`config.mk`:
```
export PLATFORM = sky130hd
export DESIGN_NAME = sa_result_serializer_flat
export DESIGN_NICKNAME = d
export VERILOG_FILES = /design/src/rtl/sa_stream_pkg.sv /design/src/rtl/sa_result_serializer_if.sv /design/src/rtl/sa_result_pend_buf.sv /design/src/rtl/sa_result_serializer.sv /design/src/flat_wrapper.sv
export SDC_FILE = /design/constraint.sdc
export NUM_CORES = 1
export LEC_CHECK = 0
export BUFFER_PORTS_ARGS = -buffer_cell sky130_fd_sc_hd__buf_4
export CAP_MARGIN = 20
export CORE_UTILIZATION = 40
export CTS_CLUSTER_SIZE = 16
export DETAILED_ROUTE_END_ITERATION = 8
export HOLD_SLACK_MARGIN = 0.12
export PLACE_DENSITY_LB_ADDON = 0.15
export RECOVER_POWER = 50
export SLEW_MARGIN = 20
export SYNTH_ARGS = -nofsm -noshare
export SYNTH_HDL_FRONTEND = slang
export SYNTH_SLANG_ARGS = --single-unit
export TNS_END_PERCENT = 1
```
`constraint.sdc`:
```
create_clock -name axi_clk -period 8.5 [get_ports axi_clk]
set_input_delay 0.85 -clock axi_clk [delete_from_list [all_inputs] [get_ports axi_clk]]
set_output_delay 0.85 -clock axi_clk [all_outputs]
set_load 0.005 [all_outputs]
```
`src/rtl/sa_stream_pkg.sv`:
```
// Shared defaults and helpers for the systolic-array result stream path.
// Holds the element geometry used by the AXI wrapper and the serializer FSM states.
package sa_stream_pkg;

    localparam int unsigned SA_ELEM_W   = 16;
    localparam int unsigned SA_NUM_ELEM = 9;
    localparam int unsigned SA_OUT_W    = 32;

    typedef enum logic {StIdle, StSend} sa_ser_state_e;

    function automatic int unsigned num_beats(input int unsigned elem_w,
                                              input int unsigned num_elem,
                                              input int unsigned out_w);
        int unsigned epb;
        epb = out_w / elem_w;
        return (num_elem + epb - 1) / epb;
    endfunction

    // Byte enables of the final beat: only bytes that carry real elements.
    function automatic logic [63:0] last_keep(input int unsigned elem_w,
                                              input int unsigned num_elem,
                                              input int unsigned out_w);
        int unsigned epb;
        int unsigned rem;
        int unsigned nbytes;
        epb    = out_w / elem_w;
        rem    = num_elem - (num_beats(elem_w, num_elem, out_w) - 1) * epb;
        nbytes = rem * elem_w / 8;
        return (64'd1 << nbytes) - 64'd1;
    endfunction

endpackage

```
`src/rtl/sa_result_serializer_if.sv`:
```
// Handshake bundle between the systolic-array wrapper, the serializer and the DMA.
// slave is the serializer's view; master is the view of whoever drives it.
interface sa_result_serializer_if #(
    parameter int unsigned ELEM_W   = sa_stream_pkg::SA_ELEM_W,
    parameter int unsigned NUM_ELEM = sa_stream_pkg::SA_NUM_ELEM,
    parameter int unsigned OUT_W    = sa_stream_pkg::SA_OUT_W
) ();

    logic                         s_axis_valid;
    logic [ELEM_W*NUM_ELEM-1:0]   s_axis_data;
    logic                         s_axis_ready;
    logic                         m_axis_valid;
    logic [OUT_W-1:0]             m_axis_data;
    logic [OUT_W/8-1:0]           m_axis_keep;
    logic                         m_axis_last;
    logic                         m_axis_ready;

    modport slave (
        input  s_axis_valid, s_axis_data, m_axis_ready,
        output s_axis_ready, m_axis_valid, m_axis_data, m_axis_keep, m_axis_last
    );

    modport master (
        output s_axis_valid, s_axis_data, m_axis_ready,
        input  s_axis_ready, m_axis_valid, m_axis_data, m_axis_keep, m_axis_last
    );

endinterface

```
`src/rtl/sa_result_pend_buf.sv`:
```
// One-entry pending buffer with full flag; only built when SA_SER_DOUBLE_BUF_EN is defined.
// A push in the same cycle as a pop replaces the drained entry.
`ifdef SA_SER_DOUBLE_BUF_EN
module sa_result_pend_buf #(
    parameter int unsigned Width = 144
) (
    input  logic             clk_i,
    input  logic             rst_i,
    input  logic             push_i,
    input  logic             pop_i,
    input  logic [Width-1:0] data_i,
    output logic [Width-1:0] data_o,
    output logic             full_o
);

    logic             full_q, full_d;
    logic [Width-1:0] data_q, data_d;

    always_comb begin
        full_d = full_q;
        data_d = data_q;
        if (pop_i) begin
            full_d = 1'b0;
        end
        if (push_i) begin
            full_d = 1'b1;
            data_d = data_i;
        end
    end

    always_ff @(posedge clk_i or posedge rst_i) begin
        if (rst_i) begin
            full_q <= 1'b0;
            data_q <= '0;
        end else begin
            full_q <= full_d;
            data_q <= data_d;
        end
    end

    assign data_o = data_q;
    assign full_o = full_q;

endmodule
`endif

```
`src/rtl/sa_result_serializer.sv`:
```
// Splits one packed 3x3 result matrix into OUT_W-wide AXI-Stream beats with TKEEP/TLAST.
// Define SA_SER_DOUBLE_BUF_EN to add a pending matrix buffer for bubble-free streaming.
module sa_result_serializer #(
    parameter int unsigned ELEM_W   = sa_stream_pkg::SA_ELEM_W,
    parameter int unsigned NUM_ELEM = sa_stream_pkg::SA_NUM_ELEM,
    parameter int unsigned OUT_W    = sa_stream_pkg::SA_OUT_W
) (
    input  logic                   axi_clk,
    input  logic                   axi_rst,
    sa_result_serializer_if.slave  bus
);

    import sa_stream_pkg::*;

    localparam int unsigned InW      = ELEM_W * NUM_ELEM;
    localparam int unsigned KeepW    = OUT_W / 8;
    localparam int unsigned NumBeats = num_beats(ELEM_W, NUM_ELEM, OUT_W);
    localparam int unsigned HoldW    = NumBeats * OUT_W;
    localparam int unsigned IdxW     = (NumBeats > 1) ? $clog2(NumBeats) : 1;
    localparam logic [KeepW-1:0] LastKeep = KeepW'(last_keep(ELEM_W, NUM_ELEM, OUT_W));
    localparam logic [IdxW-1:0]  LastIdx  = IdxW'(NumBeats - 1);

    sa_ser_state_e   state_q, state_d;
    logic [IdxW-1:0] beat_idx_q, beat_idx_d;
    // Padded to whole beats so slots past NUM_ELEM read back as zero.
    logic [HoldW-1:0] hold_q, hold_d;
    logic             beat_last;
    logic             sending;

    assign sending   = (state_q == StSend);
    assign beat_last = (beat_idx_q == LastIdx);

`ifdef SA_SER_DOUBLE_BUF_EN
    logic           pend_push;
    logic           pend_pop;
    logic           pend_full;
    logic [InW-1:0] pend_data;

    sa_result_pend_buf #(
        .Width (InW)
    ) u_pend_buf (
        .clk_i  (axi_clk),
        .rst_i  (axi_rst),
        .push_i (pend_push),
        .pop_i  (pend_pop),
        .data_i (bus.s_axis_data),
        .data_o (pend_data),
        .full_o (pend_full)
    );

    assign bus.s_axis_ready = !sending || !pend_full;
`else
    assign bus.s_axis_ready = !sending;
`endif

    always_comb begin
        state_d    = state_q;
        beat_idx_d = beat_idx_q;
        hold_d     = hold_q;
`ifdef SA_SER_DOUBLE_BUF_EN
        pend_push  = 1'b0;
        pend_pop   = 1'b0;
`endif
        unique case (state_q)
            StIdle: begin
                if (bus.s_axis_valid) begin
                    hold_d     = HoldW'(bus.s_axis_data);
                    beat_idx_d = '0;
                    state_d    = StSend;
                end
            end
            StSend: begin
                if (bus.m_axis_ready && beat_last) begin
                    beat_idx_d = '0;
`ifdef SA_SER_DOUBLE_BUF_EN
                    // Next matrix comes from pending first, else straight from the input.
                    if (pend_full) begin
                        hold_d   = HoldW'(pend_data);
                        pend_pop = 1'b1;
                    end else if (bus.s_axis_valid) begin
                        hold_d = HoldW'(bus.s_axis_data);
                    end else begin
                        state_d = StIdle;
                    end
`else
                    state_d = StIdle;
`endif
                end else begin
                    if (bus.m_axis_ready) begin
                        beat_idx_d = beat_idx_q + 1'b1;
                    end
`ifdef SA_SER_DOUBLE_BUF_EN
                    pend_push = bus.s_axis_valid && !pend_full;
`endif
                end
            end
        endcase
    end

    always_ff @(posedge axi_clk or posedge axi_rst) begin
        if (axi_rst) begin
            state_q    <= StIdle;
            beat_idx_q <= '0;
            hold_q     <= '0;
        end else begin
            state_q    <= state_d;
            beat_idx_q <= beat_idx_d;
            hold_q     <= hold_d;
        end
    end

    always_comb begin
        bus.m_axis_valid = sending;
        bus.m_axis_data  = '0;
        bus.m_axis_keep  = '0;
        bus.m_axis_last  = 1'b0;
        if (sending) begin
            bus.m_axis_data = hold_q[beat_idx_q*OUT_W +: OUT_W];
            bus.m_axis_keep = beat_last ? LastKeep : {KeepW{1'b1}};
            bus.m_axis_last = beat_last;
        end
    end

endmodule
```
`src/flat_wrapper.sv`:
```
// flat-port wrapper written by rule: the top's interface ports become plain ports
module sa_result_serializer_flat import sa_stream_pkg::*;
#(
    parameter int unsigned ELEM_W   = sa_stream_pkg::SA_ELEM_W,
    parameter int unsigned NUM_ELEM = sa_stream_pkg::SA_NUM_ELEM,
    parameter int unsigned OUT_W    = sa_stream_pkg::SA_OUT_W
)
  (axi_clk, axi_rst, bus_s_axis_valid, bus_s_axis_data, bus_m_axis_ready, bus_s_axis_ready, bus_m_axis_valid, bus_m_axis_data, bus_m_axis_keep, bus_m_axis_last);
  sa_result_serializer_if #(.ELEM_W(ELEM_W), .NUM_ELEM(NUM_ELEM), .OUT_W(OUT_W)) bus_i ();
  input  logic axi_clk;
  input  logic axi_rst;
  input wire logic [$bits(bus_i.s_axis_valid)-1:0] bus_s_axis_valid;
  input wire logic [$bits(bus_i.s_axis_data)-1:0] bus_s_axis_data;
  input wire logic [$bits(bus_i.m_axis_ready)-1:0] bus_m_axis_ready;
  output wire logic [$bits(bus_i.s_axis_ready)-1:0] bus_s_axis_ready;
  output wire logic [$bits(bus_i.m_axis_valid)-1:0] bus_m_axis_valid;
  output wire logic [$bits(bus_i.m_axis_data)-1:0] bus_m_axis_data;
  output wire logic [$bits(bus_i.m_axis_keep)-1:0] bus_m_axis_keep;
  output wire logic [$bits(bus_i.m_axis_last)-1:0] bus_m_axis_last;
  assign bus_i.s_axis_valid = bus_s_axis_valid;
  assign bus_i.s_axis_data = bus_s_axis_data;
  assign bus_i.m_axis_ready = bus_m_axis_ready;
  assign bus_s_axis_ready = bus_i.s_axis_ready;
  assign bus_m_axis_valid = bus_i.m_axis_valid;
  assign bus_m_axis_data = bus_i.m_axis_data;
  assign bus_m_axis_keep = bus_i.m_axis_keep;
  assign bus_m_axis_last = bus_i.m_axis_last;
  sa_result_serializer #(.ELEM_W(ELEM_W), .NUM_ELEM(NUM_ELEM), .OUT_W(OUT_W)) u_core (.axi_clk(axi_clk), .axi_rst(axi_rst), .bus(bus_i));
endmodule
```
# Word level (Yosys, flattened, before mapping)
# Index checks and enable logic that the tools add are counted.
dict set report totals {
  reg_bits 148
  latch_bits 0
  output_inout_bits 39
  wordCells 24
  romBits 0
  n_memories 0
  ramBits 0
  inputBits 148
}
dict set report op_classes {
  addsub 1
  n_lt_le_gt_ge 0
  mux 11
  n_eq_ne 3
  div_mod_pow 0
  mul 0
  n_bitwise 1
  shift 1
  reduce_logical 4
}
# cell count
set ops {}
lappend ops {{indexed part select 160 x 9 -> 32 bit} 1}
lappend ops {{two-way mux 32 bit} 1}
lappend ops {{two-way mux 3 bit} 3}
lappend ops {{two-way mux 4 bit} 2}
lappend ops {{one-hot mux 3 bit (2 select lines)} 1}
lappend ops {{AND reduction 2 bit} 2}
lappend ops {{adder 3 x 1 -> 3 bit, second input constant} 1}
lappend ops {{== test 3 bit, second input constant} 1}
lappend ops {{two-way mux 1 bit} 3}
lappend ops {{inequality test 3 bit, second input constant} 1}
lappend ops {{inequality test 2 bit, second input constant} 1}
lappend ops {{one-hot mux 1 bit (2 select lines)} 1}
lappend ops {{logical AND 1 bit} 1}
lappend ops {{logical NOT 1 bit} 1}
lappend ops {{NOT 1 bit} 1}

# Longest topological paths before layout
dict set report logic_depth {
  word_depth 4
  ltp_mapped 7
  mapped_depth_nobuf 5
}

# Least setup slack after synthesis
# OpenSTA, ideal clock, no wires.
dict set report synth_path {
  path_kind {register to output}
  from {register u_core.beat_idx_q[1]}
  to {output port bus_m_axis_data[20]}
  path_stages_with_launch 5
  path_buffers 2
  arrival_time_ns 1.287
  required_time_ns 7.650
  slack_ns 6.363
  path_cell_list {dfrtp_1 buf_6 buf_6 mux4_2 nor2b_1}
}
dict set report synth_between {
  elab_chain_cells 2
}
# item line_no
set synth_lines {}
lappend synth_lines {{start: declaration} sa_result_serializer.sv:24} ;# logic [IdxW-1:0] beat_idx_q, beat_idx_d;
lappend synth_lines {{start signal: assignment} sa_result_serializer.sv:107} ;# beat_idx_q <= beat_idx_d;
lappend synth_lines {{indexed part select 160 x 9 -> 32 bit} sa_result_serializer.sv:118} ;# bus.m_axis_data = hold_q[beat_idx_q*OUT_W +: OUT_W];
lappend synth_lines {{two-way mux 32 bit} sa_result_serializer.sv:117} ;# if (sending) begin
lappend synth_lines {{end: declaration} flat_wrapper.sv:17} ;# output wire logic [$bits(bus_i.m_axis_data)-1:0] bus_m_axis_data;
# Every way passes these cells.

# Worst setup path in the final report
dict set report layout_path {
  from {register u_core.state_q (netlist: u_core.bus.m_axis_valid)}
  to {register u_core.hold_q[88]}
}
dict set report layout_between {
  elab_chain_cells 2
}
# item line_no
set layout_lines {}
lappend layout_lines {{start: declaration} sa_result_serializer.sv:23} ;# sa_ser_state_e state_q, state_d;
lappend layout_lines {{start signal: assignment} sa_result_serializer.sv:102} ;# state_q <= StIdle;
lappend layout_lines {{start signal: assignment} sa_result_serializer.sv:106} ;# state_q <= state_d;
lappend layout_lines {{NOT 1 bit (no line)} -}
lappend layout_lines {{AND reduction 2 bit (no line)} -}
lappend layout_lines {{end signal: assignment} sa_result_serializer.sv:108} ;# hold_q <= hold_d;
lappend layout_lines {{end: declaration} sa_result_serializer.sv:26} ;# logic [HoldW-1:0] hold_q, hold_d;
# Every way passes these cells.
# A chain may end at the register's enable or synchronous reset.

==> flow_summary_export.csv <==
group,metric,value,unit
drt,drt_drc_violations_left,0,
drt,route.detailed.wl_per_inst,17.8,µm
power,total_switching_power,0.977,mW
logic_synthesis,synthArstFlopShare,100,%
global_route,grt_start_max_net_pins,82,
place,place.gp.congestion,0.762,
place,place.detailed.instances,827,
logic_synthesis,synth.mux.area_fraction,34.1,%
outcome,outcome,"finished with violations",
clocking,clk_pin_slew,0.06,ns
die,effective_utilization_at_floorplan,40.8,%
clocking,cts_tree,"yes",
power,p_comb_share,40.1,%
logic_synthesis,cell_area_after_synthesis,0.00677,mm²
logic_synthesis,post-synth-top-count-cell,"sky130_fd_sc_hd__dfrtp_1",
power,sequentialPowerShare,40.0,%
logic_synthesis,synth_enable_flop_cells,0,
sta,final_period_minus_worst_setup_slack,5.14,ns
final_layout,area_delta_synth_final,28.7,%
drt,detail_route.iter0.violations,144,
logic_synthesis,synth-adder-area-share,0.369,%
logic_synthesis,synthFlopType,"sky130_fd_sc_hd__dfrtp_1",
sta,timing.fmax,195,MHz
outcome,violations,"max-capacitance violations, max-slew violations",
logic_synthesis,largest_family_of_logic_cells_by_synthesized_area,"multiplexers",
setup_path,setup.reg_to_reg.worst_slack,3.36,ns
global_route,groute.usage.overall,18.7,%
clocking,tritoncts.num_buffers,17,
die,floorplan.core_area,0.0166,mm²
clocking,post-cts-setup-buffer-count,0,
logic_synthesis,synth-compound-area-share,2.88,%
sta,fin_skew,0.00599,ns
place,place.port_buffers,186,
logic_synthesis,synth_top_area_cell,"sky130_fd_sc_hd__dfrtp_1",
drt,post_drt_via_cell_ratio,5.08,
logic_synthesis,yosys_register_bits,148,
sta,timing.setup.tns,0,ns
final_layout,final_layout_fill_cell_count,1471,
die,fp.dieH,132,µm
logic_synthesis,post_synth_xor_area_fraction,0,%
logic_synthesis,yosys.cell_types.count,29,
sta,timing.max_slew.rel_slack,-161,%
logic_synthesis,synth_top_cells_by_count,"148 x sky130_fd_sc_hd__dfrtp_1, 144 x sky130_fd_sc_hd__mux2_2, 33 x sky130_fd_sc_hd__mux2i_1",
clocking,cts_max_path_buffers,2,
setup_path,crit_fanout,74,
logic_synthesis,synth_top_cell_area_share,54.7,%
clocking,insertion_delay,0.41,ns
run,drv_cap,2,
global_route,antenna_violations_before_repair,0,
logic_synthesis,yosys.area_share.simple,3.81,%
power,totalPowerFinal,3.24,mW
drt,route.vias.total,4358,
logic_synthesis,synthesis.yosys.warnings,0,
logic_synthesis,mappedNetlistNets,600,
global_route,globalRoute.totalOverflow,0,
power,sw_frac_of_total,30.2,%
final_layout,fin_util,52.6,%
clocking,ctsHtreeMaxLevel,4,
setup_path,worst_ep_arrival_time,5.44,ns
sta,rsz0062_at_grt,"false",
place,detailedPlacementHpwl,10300,µm
logic_synthesis,synth_area_leaders,"sky130_fd_sc_hd__dfrtp_1 55%, sky130_fd_sc_hd__mux2_2 24%, sky130_fd_sc_hd__mux4_2 5.3%, sky130_fd_sc_hd__mux2i_1 4.9%, sky130_fd_sc_hd__buf_6 2.2%",
sta,drv_slew,144,
power,p_clk_share,19.9,%
sta,final-setup-viol-count,0,
drt,drt_first_pass_iters,4,
logic_synthesis,synth.yosys.seq_area_share,54.7,%
setup_path,critPathLaunchType,"register",
drt,routed_wl,15300,µm
sta,setup_ws,3.36,ns
final_layout,stdcell_count,858,
power,ir_drop,0.000216,V
global_route,grt_pass1_vias,4721,
power,powerDensity,372,mW/mm²
die,die_w,132,µm
sta,final_hold_violation_count,0,
power,intPower,2.26,mW
clocking,cts_root_buf,"sky130_fd_sc_hd__clkbuf_16",
die,rows,47,
worst_hold_path,worst_hold_path_type,"register to register",
final_layout,drive_above_1_share,59.9,%
final_layout,antenna_cells_inserted,0,
global_route,global_route_wire_length_before_repair,24900,µm
sta,worst_pin_slew,3.92,ns
sta,final_min_period_over_clock_period,60.5,%
place,pre_cts_ws,5.21,ns
drt,ant_nets,0,
logic_synthesis,post_synth_inst_count,450,
clocking,holdBufCountCts,0,
clocking,clkSinkCount,148,
die,die_area,0.0175,mm²
power,p_leak,3.95,nW
setup_path,setup_crit_end_kind,"register",
setup_path,critical_path_required,8.80,ns
clocking,post_cts_resized,0,
logic_synthesis,post_synth.cell_area_avg,15.1,µm²
die,pin_count,187,
setup_path,timing.setup.critical_path_class,"register to register",
final_layout,layout.nets,776,
==> area by class of cell <==
class	count	area (µm²)	share of cell area, %
tap	220	275	3.16
clock buffer	24	462	5.30
sequential	148	3710	42.5
clock inverter	7	35.0	0.402
timing repair buffer	190	1430	16.4
inverter	5	20.0	0.230
multi-input combinational	264	2790	32.0
==> stage by stage <==
| stage | hold WS [ns] | cell area, µm² |
|---|---|---|
| 2_1_floorplan | 0.475 | 6770 |
| 3_3_place_gp | 0.484 | 8220 |
| 3_5_place_dp | 0.492 | 8220 |
| 4_1_cts | 0.505 | 8720 |
| 5_1_grt | 0.512 | 8710 |
| 6_report | 0.500 | 8710 |
==> power groups by stage <==
stage | Sequential (mW) | Combinational (mW) | Clock [mW]
2_1_floorplan | 1.19 | 0.974 | 0
3_3_place_gp | 1.29 | 1.28 | 0
3_5_place_dp | 1.31 | 1.32 | 0
4_1_cts | 1.30 | 1.32 | 0.666
5_1_grt | 1.35 | 1.42 | 0.693
6_report | 1.30 | 1.30 | 0.643
==> flip-flops by register name, summed over array words and instances, names as in the netlist <==
name / cells
u_core.beat_idx_q: 3
u_core.bus.m_axis_valid: 1
u_core.hold_q: 144
==> path summary, 6_finish.rpt <==
| path | from | end | cells after the start |
|---|---|---|---|
| setup / recovery | u_core.bus.m_axis_valid$_DFF_PP0_ | u_core.hold_q[88]$_DFFE_PP0P_ | 4 |
| hold / removal | u_core.hold_q[121]$_DFFE_PP0P_ | u_core.hold_q[121]$_DFFE_PP0P_ | 1 |
| setup reg to reg | u_core.bus.m_axis_valid$_DFF_PP0_ | u_core.hold_q[88]$_DFFE_PP0P_ | 4 |
| hold reg to reg | u_core.hold_q[121]$_DFFE_PP0P_ | u_core.hold_q[121]$_DFFE_PP0P_ | 1 |
| max in group asynchronous | axi_rst | u_core.beat_idx_q[1]$_DFFE_PP0P_ | 3 |
| min in group asynchronous | axi_rst | u_core.hold_q[66]$_DFFE_PP0P_ | 2 |
==> layout by cell type (no fill, tap or decap), types with 2 or more instances in the layout <==
master / Yosys / layout
sky130_fd_sc_hd__buf_4: 7 / 187
sky130_fd_sc_hd__dfrtp_1: 148 / 146
sky130_fd_sc_hd__mux2_2: 144 / 144
sky130_fd_sc_hd__mux2i_1: 33 / 33
sky130_fd_sc_hd__nand2_1: 19 / 19
sky130_fd_sc_hd__clkbuf_16: 0 / 17
sky130_fd_sc_hd__mux4_2: 16 / 16
sky130_fd_sc_hd__nor2b_1: 15 / 15
sky130_fd_sc_hd__o221ai_1: 11 / 11
sky130_fd_sc_hd__clkinv_2: 0 / 7
sky130_fd_sc_hd__clkbuf_1: 3 / 7
sky130_fd_sc_hd__a222oi_1: 5 / 5
sky130_fd_sc_hd__inv_1: 5 / 4
sky130_fd_sc_hd__nor2_1: 4 / 4
sky130_fd_sc_hd__a21oi_1: 2 / 2
sky130_fd_sc_hd__ha_1: 2 / 2
sky130_fd_sc_hd__dfrtp_2: 0 / 2
==> worst max-delay path: stages (launching register included) <==
cell and delay, ns:
sky130_fd_sc_hd__dfrtp_1 0.56, sky130_fd_sc_hd__nor2_4 0.17, sky130_fd_sc_hd__clkbuf_1 2.74, sky130_fd_sc_hd__buf_4 1.04
sky130_fd_sc_hd__mux2_2 0.42
==> cell families after synthesis <==
group	Yosys count
compound gates	23
fa+ha+maj	2
buf+inv	38
flops	148
mux	193
simple gates	46
==> metal layers <==
layer,up-vias,wire length [µm],global-route usage (%)
met5,-,0,0
met4,0,109,5.94
met3,10,1320,7.15
met2,148,7390,28.9
met1,2191,6440,24.2
li1,2009,-,-
No activity file was read; power rests on OpenSTA's default activity.
